### src/rtl/vga_pkg.sv
// Shared VGA 640x480 timing defaults and helpers for the timing generator
// and anything positioned in screen coordinates (e.g. sprites).
package vga_pkg;

    localparam int unsigned COORD_W = 10;

    localparam int unsigned VGA_CLK_DIV  = 4;
    localparam int unsigned VGA_SYNC_DLY = 2;

    localparam int unsigned VGA_H_VIS  = 640;
    localparam int unsigned VGA_H_FP   = 16;
    localparam int unsigned VGA_H_SYNC = 96;
    localparam int unsigned VGA_H_BP   = 48;
    localparam int unsigned VGA_H_TOTAL = VGA_H_VIS + VGA_H_FP + VGA_H_SYNC + VGA_H_BP;

    localparam int unsigned VGA_V_VIS  = 480;
    localparam int unsigned VGA_V_FP   = 10;
    localparam int unsigned VGA_V_SYNC = 2;
    localparam int unsigned VGA_V_BP   = 33;
    localparam int unsigned VGA_V_TOTAL = VGA_V_VIS + VGA_V_FP + VGA_V_SYNC + VGA_V_BP;

    typedef logic [COORD_W-1:0] coord_t;

    typedef enum logic [1:0] {
        SEG_VIS,
        SEG_FP,
        SEG_SYNC,
        SEG_BP
    } seg_e;

    // Classify a line/pixel position into its timing segment; anything past
    // the sync pulse is back porch.
    function automatic seg_e seg_of(input coord_t pos,
                                    input int unsigned vis,
                                    input int unsigned fp,
                                    input int unsigned sync);
        int unsigned p;
        p = 32'(pos);
        if (p < vis)
            return SEG_VIS;
        else if (p < vis + fp)
            return SEG_FP;
        else if (p < vis + fp + sync)
            return SEG_SYNC;
        else
            return SEG_BP;
    endfunction

endpackage

### src/rtl/sig_delay.sv
// Single-bit shift register of configurable depth whose stages all load a
// configurable inactive value during reset.
module sig_delay #(
    parameter int unsigned DEPTH   = 2,
    parameter logic        RST_VAL = 1'b0
) (
    input  logic clk,
    input  logic rst_n,
    input  logic d,
    output logic q
);

    generate
        if (DEPTH == 0) begin : g_pass
            // No register stage: still present the inactive value while in reset.
            assign q = rst_n ? d : RST_VAL;
        end else begin : g_shift
            logic [DEPTH-1:0] sr;

            always_ff @(posedge clk or negedge rst_n) begin
                if (!rst_n) begin
                    sr <= {DEPTH{RST_VAL}};
                end else begin
                    sr[0] <= d;
                    for (int unsigned i = 1; i < DEPTH; i++) begin
                        sr[i] <= sr[i-1];
                    end
                end
            end

            assign q = sr[DEPTH-1];
        end
    endgenerate

endmodule

### src/rtl/vga_timing.sv
// VGA raster timing generator: pixel strobe, undelayed x/y counters and a
// frame-start pulse, plus sync/visible flags delayed to match pixel pipelines.
module vga_timing
    import vga_pkg::*;
#(
    parameter int unsigned CLK_DIV  = VGA_CLK_DIV,
    parameter int unsigned H_VIS    = VGA_H_VIS,
    parameter int unsigned H_FP     = VGA_H_FP,
    parameter int unsigned H_SYNC   = VGA_H_SYNC,
    parameter int unsigned H_BP     = VGA_H_BP,
    parameter int unsigned V_VIS    = VGA_V_VIS,
    parameter int unsigned V_FP     = VGA_V_FP,
    parameter int unsigned V_SYNC   = VGA_V_SYNC,
    parameter int unsigned V_BP     = VGA_V_BP,
    parameter int unsigned SYNC_DLY = VGA_SYNC_DLY
) (
    input  logic         clk,
    input  logic         rst_n,
    output logic         pix_en,
    output logic [9:0]   x,
    output logic [9:0]   y,
    output logic         video_on,
    output logic         hsync,
    output logic         vsync,
    output logic         frame_start
);

    localparam int unsigned H_TOTAL = H_VIS + H_FP + H_SYNC + H_BP;
    localparam int unsigned V_TOTAL = V_VIS + V_FP + V_SYNC + V_BP;
    localparam int unsigned DIV_W   = (CLK_DIV > 1) ? $clog2(CLK_DIV) : 1;

    localparam logic [DIV_W-1:0] DIV_LAST = DIV_W'(CLK_DIV - 1);
    localparam coord_t           X_LAST   = COORD_W'(H_TOTAL - 1);
    localparam coord_t           Y_LAST   = COORD_W'(V_TOTAL - 1);

    logic [DIV_W-1:0] div;
    logic             run;
    seg_e             hseg;
    seg_e             vseg;
    logic             raw_video_on;
    logic             raw_hsync;
    logic             raw_vsync;

    // run keeps the strobe low during reset even when CLK_DIV is 1.
    assign pix_en = run && (div == DIV_LAST);

    always_ff @(posedge clk or negedge rst_n) begin
        if (!rst_n) begin
            div <= '0;
            run <= 1'b0;
        end else begin
            run <= 1'b1;
            if (div == DIV_LAST)
                div <= '0;
            else
                div <= div + 1'b1;
        end
    end

    always_ff @(posedge clk or negedge rst_n) begin
        if (!rst_n) begin
            x           <= '0;
            y           <= '0;
            frame_start <= 1'b0;
        end else begin
            frame_start <= 1'b0;
            if (pix_en) begin
                if (x == X_LAST) begin
                    x <= '0;
                    if (y == Y_LAST) begin
                        y           <= '0;
                        frame_start <= 1'b1;
                    end else begin
                        y <= y + 1'b1;
                    end
                end else begin
                    x <= x + 1'b1;
                end
            end
        end
    end

    always_comb begin
        hseg         = seg_of(x, H_VIS, H_FP, H_SYNC);
        vseg         = seg_of(y, V_VIS, V_FP, V_SYNC);
        raw_video_on = (hseg == SEG_VIS) && (vseg == SEG_VIS);
        raw_hsync    = (hseg != SEG_SYNC);
        raw_vsync    = (vseg != SEG_SYNC);
    end

    sig_delay #(.DEPTH(SYNC_DLY), .RST_VAL(1'b0)) u_dly_video_on (
        .clk   (clk),
        .rst_n (rst_n),
        .d     (raw_video_on),
        .q     (video_on)
    );

    sig_delay #(.DEPTH(SYNC_DLY), .RST_VAL(1'b1)) u_dly_hsync (
        .clk   (clk),
        .rst_n (rst_n),
        .d     (raw_hsync),
        .q     (hsync)
    );

    sig_delay #(.DEPTH(SYNC_DLY), .RST_VAL(1'b1)) u_dly_vsync (
        .clk   (clk),
        .rst_n (rst_n),
        .d     (raw_vsync),
        .q     (vsync)
    );

endmodule

### config.mk
export PLATFORM = sky130hd
export DESIGN_NAME = vga_timing
export DESIGN_NICKNAME = d
export VERILOG_FILES = /design/src/rtl/vga_pkg.sv /design/src/rtl/sig_delay.sv /design/src/rtl/vga_timing.sv
export SDC_FILE = /design/constraint.sdc
export NUM_CORES = 1
export LEC_CHECK = 0
export ABC_AREA = 0
export CAP_MARGIN = 20
export CORE_ASPECT_RATIO = 2
export CORE_MARGIN = 3
export CORE_UTILIZATION = 40
export DETAILED_ROUTE_END_ITERATION = 12
export GPL_ROUTABILITY_DRIVEN = 0
export PLACE_DENSITY_LB_ADDON = 0.25
export SLEW_MARGIN = 20
export SYNTH_ARGS = -nofsm -noshare
export SYNTH_HDL_FRONTEND = slang
export SYNTH_SLANG_ARGS = --single-unit
### constraint.sdc
create_clock -name clk -period 3.3 [get_ports clk]
set_input_delay 0.495 -clock clk [delete_from_list [all_inputs] [get_ports clk]]
set_output_delay 0.495 -clock clk [all_outputs]
set_load 0.05 [all_outputs]
# Word-level counts from Yosys, hierarchy flattened
# Index checks and enable logic that the tools add are counted.
[word_totals] ff_bits=30 input_bits=2 output_inout_bits=25 word_cells=39
[op_classes] addsub=3 order_cmp=6 eq_ne=5 muxes=12 reduce_logical=5
[op_table] cell="$lt 10x10->1 const B" count=3
[op_table] cell="$lt 10x9->1 const B" count=3
[op_table] cell="$add 10x1->10 const B" count=2
[op_table] cell="$eq 10x10->1 const B" count=2
[op_table] cell="$mux 10" count=2
[op_table] cell="$mux 2" count=5
[op_table] cell="$mux 1" count=5
[op_table] cell="$logic_not 2->1" count=2
[op_table] cell="$ne 2x2->1 const B" count=2
[op_table] cell="$add 2x1->2 const B" count=1
[op_table] cell="$eq 2x2->1 const B" count=1
[op_table] cell="$logic_and 1x1->1" count=2
[op_table] cell="$reduce_and 2->1" count=1

# Logic depth before layout (Yosys ltp)
# Gate-level depths: netlist of the first run.
[logic_depth] depth_word=6 depth_mapped=7 mapped_depth_nobuf=6

# Hierarchy
# Synthesis of the first run repeated with hierarchy kept, for this count alone.
[unflattened] hier_cells=137 hier_area_um2=1432.6
[by_module_without_submodules] mod="vga_timing" n_inst=1 cells_per_inst=131 area_per_inst_um2=1277.5 seq_area_each_um2=600.6
[by_module_without_submodules] mod="sig_delay at u_dly_hsync ..." n_inst=2 cells_per_inst=2 area_per_inst_um2=52.6 seq_area_each_um2=52.6
[by_module_without_submodules] mod="sig_delay at u_dly_video_on" n_inst=1 cells_per_inst=2 area_per_inst_um2=50.0 seq_area_each_um2=50.0

# Worst setup path before layout of the first run
# No wires, ideal clock.
[synth_path] kind="reg-to-reg" from="reg x[0]" to="reg y[4]" setup_time_ns=0.068 arrival_ns=1.843 required_time_ns=3.232 setup_slack_ns=1.390 path_stages_with_launch=6 path_buffers=0 period_less_slack_ns=1.910 cell_sequence="dfrtp_1 > ha_1 > and3_1 > nand4_4 > or4_1 > nand2_1"
[synth_via] elab_chain_len=2
[synth_lines] element="start, declared" line_no="vga_timing.sv:20" source="output logic [9:0] x,"
[synth_lines] element="start signal, assigned" line_no="vga_timing.sv:77" source="x <= x + 1'b1;"
[synth_lines] element="$eq 10x10->1" line_no="vga_timing.sv:68" source="if (x == X_LAST) begin"
[synth_lines] element="$reduce_and 2->1 (no line)"
[synth_lines] element="end signal, assigned" line_no="vga_timing.sv:74" source="y <= y + 1'b1;"
[synth_lines] element="end, declared" line_no="vga_timing.sv:21" source="output logic [9:0] y,"
# No other way between the ends.
# A chain may end at the register's enable or synchronous reset.

# Worst setup path after layout of the first run
[layout_path] from="reg div[0]" to="out pix_en"
[layout_via] elab_chain_len=2
[layout_lines] element="start, declared" line_no="vga_timing.sv:36" source="logic [DIV_W-1:0] div;"
[layout_lines] element="start signal, assigned" line_no="vga_timing.sv:56" source="div <= div + 1'b1;"
[layout_lines] element="$eq 2x2->1" line_no="vga_timing.sv:45" source="assign pix_en = run && (div == DIV_LAST);"
[layout_lines] element="$logic_and 1x1->1" line_no="vga_timing.sv:45"
[layout_lines] element="end, declared" line_no="vga_timing.sv:19" source="output logic pix_en,"
# No other way between the ends.

==> results of run 1 <==
[final cells by class]
cell class | instances | area [um2]
Sequential cell | 30 | 756
Fill cell | 321 | 1590
Clock inverter | 1 | 5.00
Timing Repair Buffer | 28 | 275
Inverter | 3 | 11.3
Clock buffer | 7 | 86.3
Tap cell | 48 | 60.1
Multi-Input combinational cell | 99 | 672
[stage by stage]
stage / worst slack (ps) / hold slack, ps / instances / utilization, % / instance area, um2
5_1_grt: 749 / 361 / 216 / 54.0 / 1870
4_1_cts: 810 / 353 / 216 / 54.0 / 1870
6_report: 825 / 349 / 216 / 54.0 / 1870
2_1_floorplan: 1390 / 199 / 135 / - / 1460
3_3_place_gp: 1170 / 338 / 208 / 51.4 / 1770
3_5_place_dp: 1130 / 338 / 208 / 51.4 / 1770
[state kept, by name (all words and copies together) (netlist names)]
register	cells
run	1
x	10
div	2
u_dly_hsync.g_shift.sr	2
u_dly_video_on.g_shift.sr	2
u_dly_vsync.g_shift.sr	2
y	10
frame_start	1
[critical path, stage by stage (launching register included)]
cell,delay (ps)
dfrtp_1,350
ha_1,210
nand2_2,110
inv_1,190
clkdlybuf4s50_1,840
[cells by family (layout without fill, tap and decap cells)]
group	Yosys count	count (layout)	synth area share, %
DFF	30	30	51.7
and+or+nand+nor	63	63	26.5
xor gates and xnor gates	7	7	4.20
muxes	2	2	1.80
buffers and inverters	6	39	2.31
other	1	1	0.257
AOI/OAI and AO/OA	22	22	9.85
adders and majority gates	4	4	3.42
[worst min path at each step]
| stage | start | slack (ps) | cells after the start | to |
|---|---|---|---|---|
| global placement | u_dly_video_on.g_shift.sr[0]$_DFF_PN0_ | 340 | 0 | u_dly_video_on.g_shift.sr[1]$_DFF_PN0_ |
| global route | u_dly_video_on.g_shift.sr[0]$_DFF_PN0_ | 360 | 0 | u_dly_video_on.g_shift.sr[1]$_DFF_PN0_ |
| floorplan | rst_n | 200 | 0 | div[0]$_DFF_PN0_ |
| finish | u_dly_video_on.g_shift.sr[0]$_DFF_PN0_ | 350 | 0 | u_dly_video_on.g_shift.sr[1]$_DFF_PN0_ |
| detailed placement | u_dly_video_on.g_shift.sr[0]$_DFF_PN0_ | 340 | 0 | u_dly_video_on.g_shift.sr[1]$_DFF_PN0_ |
| CTS | u_dly_video_on.g_shift.sr[0]$_DFF_PN0_ | 350 | 0 | u_dly_video_on.g_shift.sr[1]$_DFF_PN0_ |
[layout by cell type, fill, tap and decap left out, drive strengths merged]
cell type	instances
or3	2
and4	2
o21ai	13
or4	1
ha	4
inv	3
a21o	1
mux2	2
nand4	4
buf	2
and3	2
nor2b	2
nand2	14
xor2	5
nor3	6
xnor2	2
a22o	6
conb	1
or4b	1
a32o	1
nand4b	1
nor4	4
clkinv	1
dfrtp	26
a21oi	1
and4b	2
and2	2
nand3	6
nor2	13
clkdlybuf4s50	26
dfstp	4
clkbuf	7
or2	1
[report_power, final]
group	total (uW)	switching (uW)	internal (uW)	leakage, uW
Clock	306	138	168	0.0000482
Sequential	418	30.3	388	0.000382
Combinational	145	97.0	48.4	0.000349
Total	869	265	604	0.000779
[metal layers]
metal  part of all wire, %  GRT usage (%)  vias to the layer above
met5                     0              0                        -
met4                   4.5           11.6                        0
met3                   3.2           3.61                       12
met2                    54           27.7                       30
met1                    38           15.7                      550
li1                      -              -                      544
==> run metrics, run 1 <==
R2R depth=7; Critical Path AT=1980 ps; FFs w/ async S/R, synth=100%; 1st-iter DRT viols=8; DR DRC count=0; fin crit share=75.0%; Area Overhead vs Synth=27.7%; critical path type=reg2out; Overflow after GRT=0; CP endpoint=pix_en; Synth area leader=dfrtp_1; Core Region=3450 um2; most frequent cell after synthesis=dfrtp_1; VDD IR-drop max=0.238 mV; pin count of the biggest net entering global routing=31; Detailed Place HPWL=2340 um; synth cell count leaders=26 x dfrtp_1, 13 x nand2_1, 12 x nor2_1; Syn Std Cell Area=1460 um2; first drt pass iteration count=4; RSZ-0062 raised after global routing=false; DR vias/cell=5.26; clock root buffer=clkbuf_8; post-synth cell types=38; Starting Density=42.3%; Final min period=2470 ps; antenna cells=0; CTS tree=built; CTS Hold Bufs=0; register bit total from synthesis=30; post-cts gate resize count=0; Lkg Pwr=0.000779 uW; Worst-Margin Slew=606 ps; worst-case clock buffer depth=2; TritonCTS Sinks=30; post-synthesis cell count=135; DR WL/cell=14.7 um; Die W=48.7 um; I/O Buffers=26; final setup TNS=0 ps; status=finished, final reports clean; post-route ant nets=0; clock transition at the registers of the reported paths=60 ps; CP endpoint kind=output pin; nets=173; GRT Total Usage=15.8%; wire length of the first global-routing pass=5340 um; Worst Skew=3.05 ps; setup violators final=0; Critical Path RT=2800 ps; wirelength, routed=3170 um; Max Cap Violations=0; Hold Vio Cnt, Final=0; Synth Area per Inst=10.8 um2; fraction of layout cells with a size suffix above 1=13.7%; die area=4460 um2; vias in the first global route=1171; Setup Buffers After CTS=0; crit path max fanout=6; Final Max Tran Viols=0; standard-cell rows=30; register area share after synthesis=51.7%; H-tree levels=2; Slew headroom=59.3%; worst r2r src=y[0]$_DFFE_PN0P_; total number of vias=1136; worst r2r dst=y[5]$_DFFE_PN0P_; Critical path origin=div[0]$_DFF_PN0_; number of synthesized flops with an enable pin=0; die height=91.5 um; PwrDens=466 nW/um2; R2R setup slack=1250 ps; Synth Flop Type=dfrtp_1; Hold Crit Class=reg2reg; initial antenna violation count=0; ranking of synthesized cells by area=dfrtp_1 45%, dfstp_2 7.2%, a22o_1 3.6%; power after layout=869 uW; Num CTS Buffers=5; clk_lat worst skew=280 ps; f_max=0.404 GHz; Synthesis Warnings=0; Synth top area share=44.5%; nature of the critical path startpoint=flop; Mapped Nets=141; I/O pins=27
No activity file was read; power rests on OpenSTA's default activity.
==> inputs of run 2 (changes only) <==
- clock period: 3.3 -> 2.3 ns (I/O delays scaled with it)
==> run 2 against run 1 <==
  * Sequential share of layout area increased by 0.082 points
  * Cell area decreased by 0.20%
  * Core utilization shrank 0.11 points
  * Via count grew 0.79%
  * Combinational power grew 43%
  * Clock power rose by 42%
  * Flip-flop and latch count did not move
  * Highest routed layer unchanged
==> run metrics, run 2 (synthesized netlist as in run 1, its figures left out) <==
standard-cell rows=30 (unchanged); RSZ-0062 raised after global routing=false; clock root buffer=clkbuf_8; switching part of the total power=29.6% (-0.88 points); Slew headroom=62.6% (+3.3 points); Worst Hold Depth=0 (unchanged); clock transition at the registers of the reported paths=60 ps (about the same); Core Region=3450 um2 (unchanged); HP Start=u_dly_vsync.g_shift.sr[0]$_DFF_PN1_; TritonCTS Sinks=30 (unchanged); die area=4460 um2 (unchanged); worst-path cell chain=clkdlybuf4s50_1; wire length of the first global-routing pass=5700 um (+6.7%); CP endpoint kind=output pin; Area Overhead vs Synth=27.4%; fin util=53.9% (-0.11 points); setup violators final=0 (unchanged); sequential cell area=756 um2 (unchanged); internal power=869 uW (+44%); Max Cap Violations=0 (unchanged); I/O Buffers=26 (unchanged); Worst path slowest cell=clkdlybuf4s50_1; antenna cells=0 (unchanged); R2R depth=4 (-3); Hold Vio Cnt, Final=0 (unchanged); commonest non-fill, non-tap cell in the layout=dfrtp_1; CTS tree=built; Worst-Margin Slew=557 ps (-48.7 ps); die height=91.5 um (unchanged); CP delay by family, top=buffers and inverters; Worst Skew=8.02 ps (+4.96 ps); crit path max fanout=9 (+3); Flop pwr share=48.1% (about the same); CTS Hold Bufs=0 (unchanged); fin crit share=87.0%; Detailed Place HPWL=2430 um (+3.9%); I/O pins=27 (unchanged); nets=173 (unchanged); worst-case clock buffer depth=2 (unchanged); multi-input logic area=672 um2 (unchanged); Psw=366 uW (+38%); crit-path max cell delay=870 ps (+30 ps); pin count of the biggest net entering global routing=31 (unchanged); Setup Buffers After CTS=0 (unchanged); DR vias/cell=5.30 (+0.79%); Lkg Pwr=0.000779 uW (about the same); final setup TNS=0 ps (unchanged); post-cts gate resize count=0 (unchanged); f_max=0.500 GHz; placed cell areas=1770 um2 (-0.14%); Final min period=2000 ps; WHS=354 ps (+5.55 ps); status=finished, final reports clean; PwrDens=664 nW/um2 (+42%); critical path type=reg2out; most frequent cells in the layout=26 x dfrtp_1, 25 x clkdlybuf4s50_1, 13 x nand2_1; hold endpoint=u_dly_vsync.g_shift.sr[1]$_DFF_PN1_; clock share of power=35.1% (about the same); # fillers=331 (+3.1%); fraction of layout cells with a size suffix above 1=13.7% (unchanged); Critical Path RT=1960 ps (-840 ps); nature of the critical path startpoint=flop; total number of vias=1145 (+0.79%); worst r2r src=x[5]$_DFFE_PN0P_; DR DRC count=0 (unchanged); post-route ant nets=0 (unchanged); DR WL/cell=15.3 um (+4.5%); Num CTS Buffers=5 (unchanged); first drt pass iteration count=4 (unchanged); initial antenna violation count=0 (unchanged); Die W=48.7 um (unchanged); Comb power frac=16.8% (about the same); R2R setup slack=430 ps (-820 ps); H-tree levels=2 (unchanged); final instance area=1860 um2 (-0.20%); vias in the first global route=1173 (+0.17%); buffer and inverter count on the worst path=1 (-1); GRT Total Usage=16.7% (+0.95 points); wirelength, routed=3310 um (+4.5%); 1st-iter DRT viols=19 (+11); Final Max Tran Viols=0 (unchanged); Critical Path AT=1660 ps (-320 ps); Hold Crit Class=reg2reg; Starting Density=42.3% (unchanged); biggest regs=x (10), y (10); Overflow after GRT=0 (unchanged); VDD IR-drop max=0.517 mV (+120%); clk_lat worst skew=280 ps (about the same); worst r2r dst=y[9]$_DFFE_PN0P_
run 2: worst max path at each step:
stage	slack (ps)	end	cells past startpoint	start
after floorplan	390	y[4]$_DFFE_PN0P_	5	x[0]$_DFFE_PN0P_
after global placement	530	y[2]$_DFFE_PN0P_	4	x[5]$_DFFE_PN0P_
after detailed placement	450	y[9]$_DFFE_PN0P_	4	x[5]$_DFFE_PN0P_
after CTS	310	x[4]	1	x[4]$_DFFE_PN0P_
after global routing	260	x[4]	1	x[4]$_DFFE_PN0P_
final	300	x[4]	1	x[4]$_DFFE_PN0P_
run 2: area by class of cell:
cell class	count	area share (%)
Sequential cell	30	40.6
Multi-Input combinational cell	99	36.1
Timing Repair Buffer	28	14.7
Clock buffer	8	4.84
Tap cell	48	3.23
Inverter	3	0.605
run 2: power groups by stage:
stage                     sequential (uW)  clock (uW)  combinational [uW]
after floorplan                       693           0                40.8
after global placement                603           0                 209
after detailed placement              604           0                 210
after CTS                             595         445                 211
after global routing                  601         462                 222
final                                 594         433                 208
run 2: stage by stage:
step,total power [uW],instances,worst slack [ps]
finish,1240,216,300
floorplan,733,135,390
global route,1290,216,256
CTS,1250,216,307
global placement,812,208,534
detailed placement,814,208,453
run 2: routing by layer:
layer	part of all wire (%)	routed length, um	vias up	track usage [%]
met1	39	1290	559	17.5
met3	3.4	111	8	3.94
li1	-	-	545	-
met4	3.4	113	0	11.6
met5	0	0	-	0
met2	54	1800	33	28.7
==> inputs of run 3 (changes only) <==
- CORE_UTILIZATION: 40 -> 39
- SYNTH_HIERARCHICAL: unset -> 1
==> run 3 against run 2 <==
  * Flip-flop and latch count stayed put
  * Cell area hardly changed
  * Setup slack lost 52 ps
  * Clock skew increased by 1.1 ps
  * Worst hold slack got worse by 2.1 ps
  * Register-to-register slack got worse by 180 ps
  * Core utilization hardly changed
  * First-iteration DRC count up 58%
  * Die area is 0.49% higher
==> run metrics, run 3 <==
status=finished, final reports clean; biggest regs=x (10), y (10); grt met2 use=28.4% (-0.34 points); post-route ant nets=0 (unchanged); crit path max fanout=9 (unchanged); critical path type=reg2reg; CTS tree=built; die area=4480 um2 (+0.49%); I/O Buffers=26 (unchanged); Syn Std Cell Area=1430 um2 (-2.0%); fin util=53.9% (about the same); antenna cells=0 (unchanged); Slew headroom=65.4% (+2.9 points); grt met1 use=17.1% (-0.32 points); die height=91.7 um (+0.25%); Synth top area share=45.4% (+0.89 points); Die W=48.9 um (+0.24%); PwrDens=704 nW/um2 (+6.0%); Setup Buffers After CTS=0 (unchanged); register area share after synthesis=52.8% (+1.0 points); Critical Path AT=2220 ps (+560 ps); wire length of the first global-routing pass=5640 um (-0.97%); Overflow after GRT=0 (unchanged); CP endpoint kind=flop; register bit total from synthesis=30 (unchanged); H-tree levels=2 (unchanged); Worst-Margin Slew=515 ps (-42.6 ps); f_max=0.487 GHz (-2.6%); global route hottest layer=met2; Starting Density=41.5% (-0.83 points); vias in the first global route=1205 (+2.7%); clock root buffer=clkbuf_8; Core Region=3450 um2 (unchanged); DR vias/cell=5.45 (+2.8%); Synth Flop Type=dfrtp_1; DR WL/cell=14.8 um (-3.6%); Lkg Pwr=0.000785 uW (+0.80%); Synthesis Warnings=6 (+6); M3 GR Usage=4.07% (+0.12 points); first drt pass iteration count=4 (unchanged); post-synth cell types=38 (unchanged); post-synthesis cell count=137 (+1.5%); GRT Total Usage=16.4% (-0.37 points); Synth area leader=dfrtp_1; DR DRC count=0 (unchanged); 1st-iter DRT viols=30 (+11); I/O pins=27 (unchanged); pin count of the biggest net entering global routing=31 (unchanged); number of synthesized flops with an enable pin=0 (unchanged); initial antenna violation count=0 (unchanged); nets=176 (+1.7%); VDD IR-drop max=0.749 mV (+45%); fraction of layout cells with a size suffix above 1=12.9% (-0.82 points); total number of vias=1193 (+4.2%); Num CTS Buffers=5 (unchanged); Area Overhead vs Synth=29.9%; TritonCTS Sinks=30 (unchanged); FFs w/ async S/R, synth=100% (unchanged); CTS Hold Bufs=0 (unchanged); most frequent cells in the layout=26 x dfrtp_1, 25 x clkdlybuf4s50_1, 14 x nand2_1; final setup TNS=0 ps (unchanged); fin crit share=89.2% (+2.3 points); clk_lat worst skew=290 ps (about the same); Final Max Tran Viols=0 (unchanged); Detailed Place HPWL=2380 um (-2.4%); ranking of synthesized cells by area=dfrtp_1 45%, dfstp_2 7.3%, nand2_1 3.7%; Critical Path RT=2470 ps (+510 ps); nature of the critical path startpoint=flop; Final min period=2050 ps (+52.4 ps); Mapped Nets=143 (+1.4%); post-cts gate resize count=0 (unchanged); setup violators final=0 (unchanged); wirelength, routed=3240 um (-2.3%); Synth Area per Inst=10.5 um2 (-3.4%); Hold Crit Class=reg2reg; RSZ-0062 raised after global routing=false; Worst Skew=9.12 ps (+1.10 ps); Max Cap Violations=0 (unchanged); Hold Vio Cnt, Final=0 (unchanged); clock transition at the registers of the reported paths=60 ps (about the same); standard-cell rows=30 (unchanged); commonest non-fill, non-tap cell in the layout=dfrtp_1; most frequent cell after synthesis=dfrtp_1; synth cell count leaders=26 x dfrtp_1, 14 x nand2_1, 13 x nor2_1; worst-case clock buffer depth=2 (unchanged)
run 3: cell types whose count changed in the layout (fill, tap and decap cells not counted), sizes merged, moves of 2 or more:
cell   delta
a22o      -2
and4b     -2
mux2      -2
nand3     +2
nor3      +2
nor4      -2
o21a      +2
o21ai     -2
or3       -2
run 3: layout make-up:
type | instances | area, um2
inverter | 4 | 15.0
clock buffer | 8 | 110
multi-input combinational | 100 | 639
tap | 48 | 60.1
sequential | 30 | 756
fill | 335 | 1590
timing repair buffer | 29 | 280
run 3: through the flow:
| stage | hold slack, ps | power, uW | cells | setup WS [ps] | instance area (um2) |
|---|---|---|---|---|---|
| after floorplan | 49.4 | 733 | 137 | 239 | 1430 |
| after global placement | 339 | 817 | 211 | 320 | 1750 |
| after detailed placement | 342 | 819 | 211 | 281 | 1750 |
| after CTS | 356 | 1320 | 219 | 255 | 1860 |
| after global routing | 363 | 1360 | 219 | 172 | 1860 |
| final | 352 | 1310 | 219 | 247 | 1860 |
run 3: per-layer routing:
| layer | up-vias | share of wire [%] |
|---|---|---|
| met1 | 586 | 37 |
| met3 | 11 | 4.5 |
| met2 | 38 | 55 |
| met4 | 0 | 3.4 |
| li1 | 558 | - |
| met5 | - | 0 |
run 3: worst paths after layout:
| path | startpoint | endpoint | slack [ps] | cells after the start |
|---|---|---|---|---|
| worst max-delay path | x[6]$_DFFE_PN0P_ | y[5]$_DFFE_PN0P_ | 250 | 4 |
| worst min-delay path | u_dly_video_on/g_shift.sr[0]$_DFF_PN0_ | u_dly_video_on/g_shift.sr[1]$_DFF_PN0_ | 350 | 0 |
| worst max register to register | x[6]$_DFFE_PN0P_ | y[5]$_DFFE_PN0P_ | 250 | 4 |
| worst min register to register | u_dly_video_on/g_shift.sr[0]$_DFF_PN0_ | u_dly_video_on/g_shift.sr[1]$_DFF_PN0_ | 350 | 0 |
| max in group asynchronous | rst_n | u_dly_hsync/g_shift.sr[1]$_DFF_PN1_ | 1520 | 2 |
| min in group asynchronous | rst_n | y[6]$_DFFE_PN0P_ | 440 | 2 |
run 3: cell families (layout without fill, tap and decap cells):
logic type,Yosys count,in the layout,share of synthesized area (%)
and+or+nand+nor,63,63,24.4
DFF,30,30,52.8
AOI/OAI and AO/OA,24,24,11.5
xor gates and xnor gates,7,7,4.28
buffers and inverters,7,41,2.62
adders and majority gates,4,4,3.49
other,1,1,0.262
muxes,1,1,0.699
run 3: worst max-delay path: stages, from the launching register on:
cell and delay [ps]:
dfrtp_1 440, or4b_4 580, nor4_4 480, o21ai_0 180
a22o_1 250
run 3: power breakdown:
group | leakage, uW | switching (uW) | total (uW) | internal [uW]
clock network | 0.0000575 | 197 | 499 | 302
logic | 0.000345 | 140 | 210 | 69.7
registers | 0.000382 | 44.1 | 600 | 556
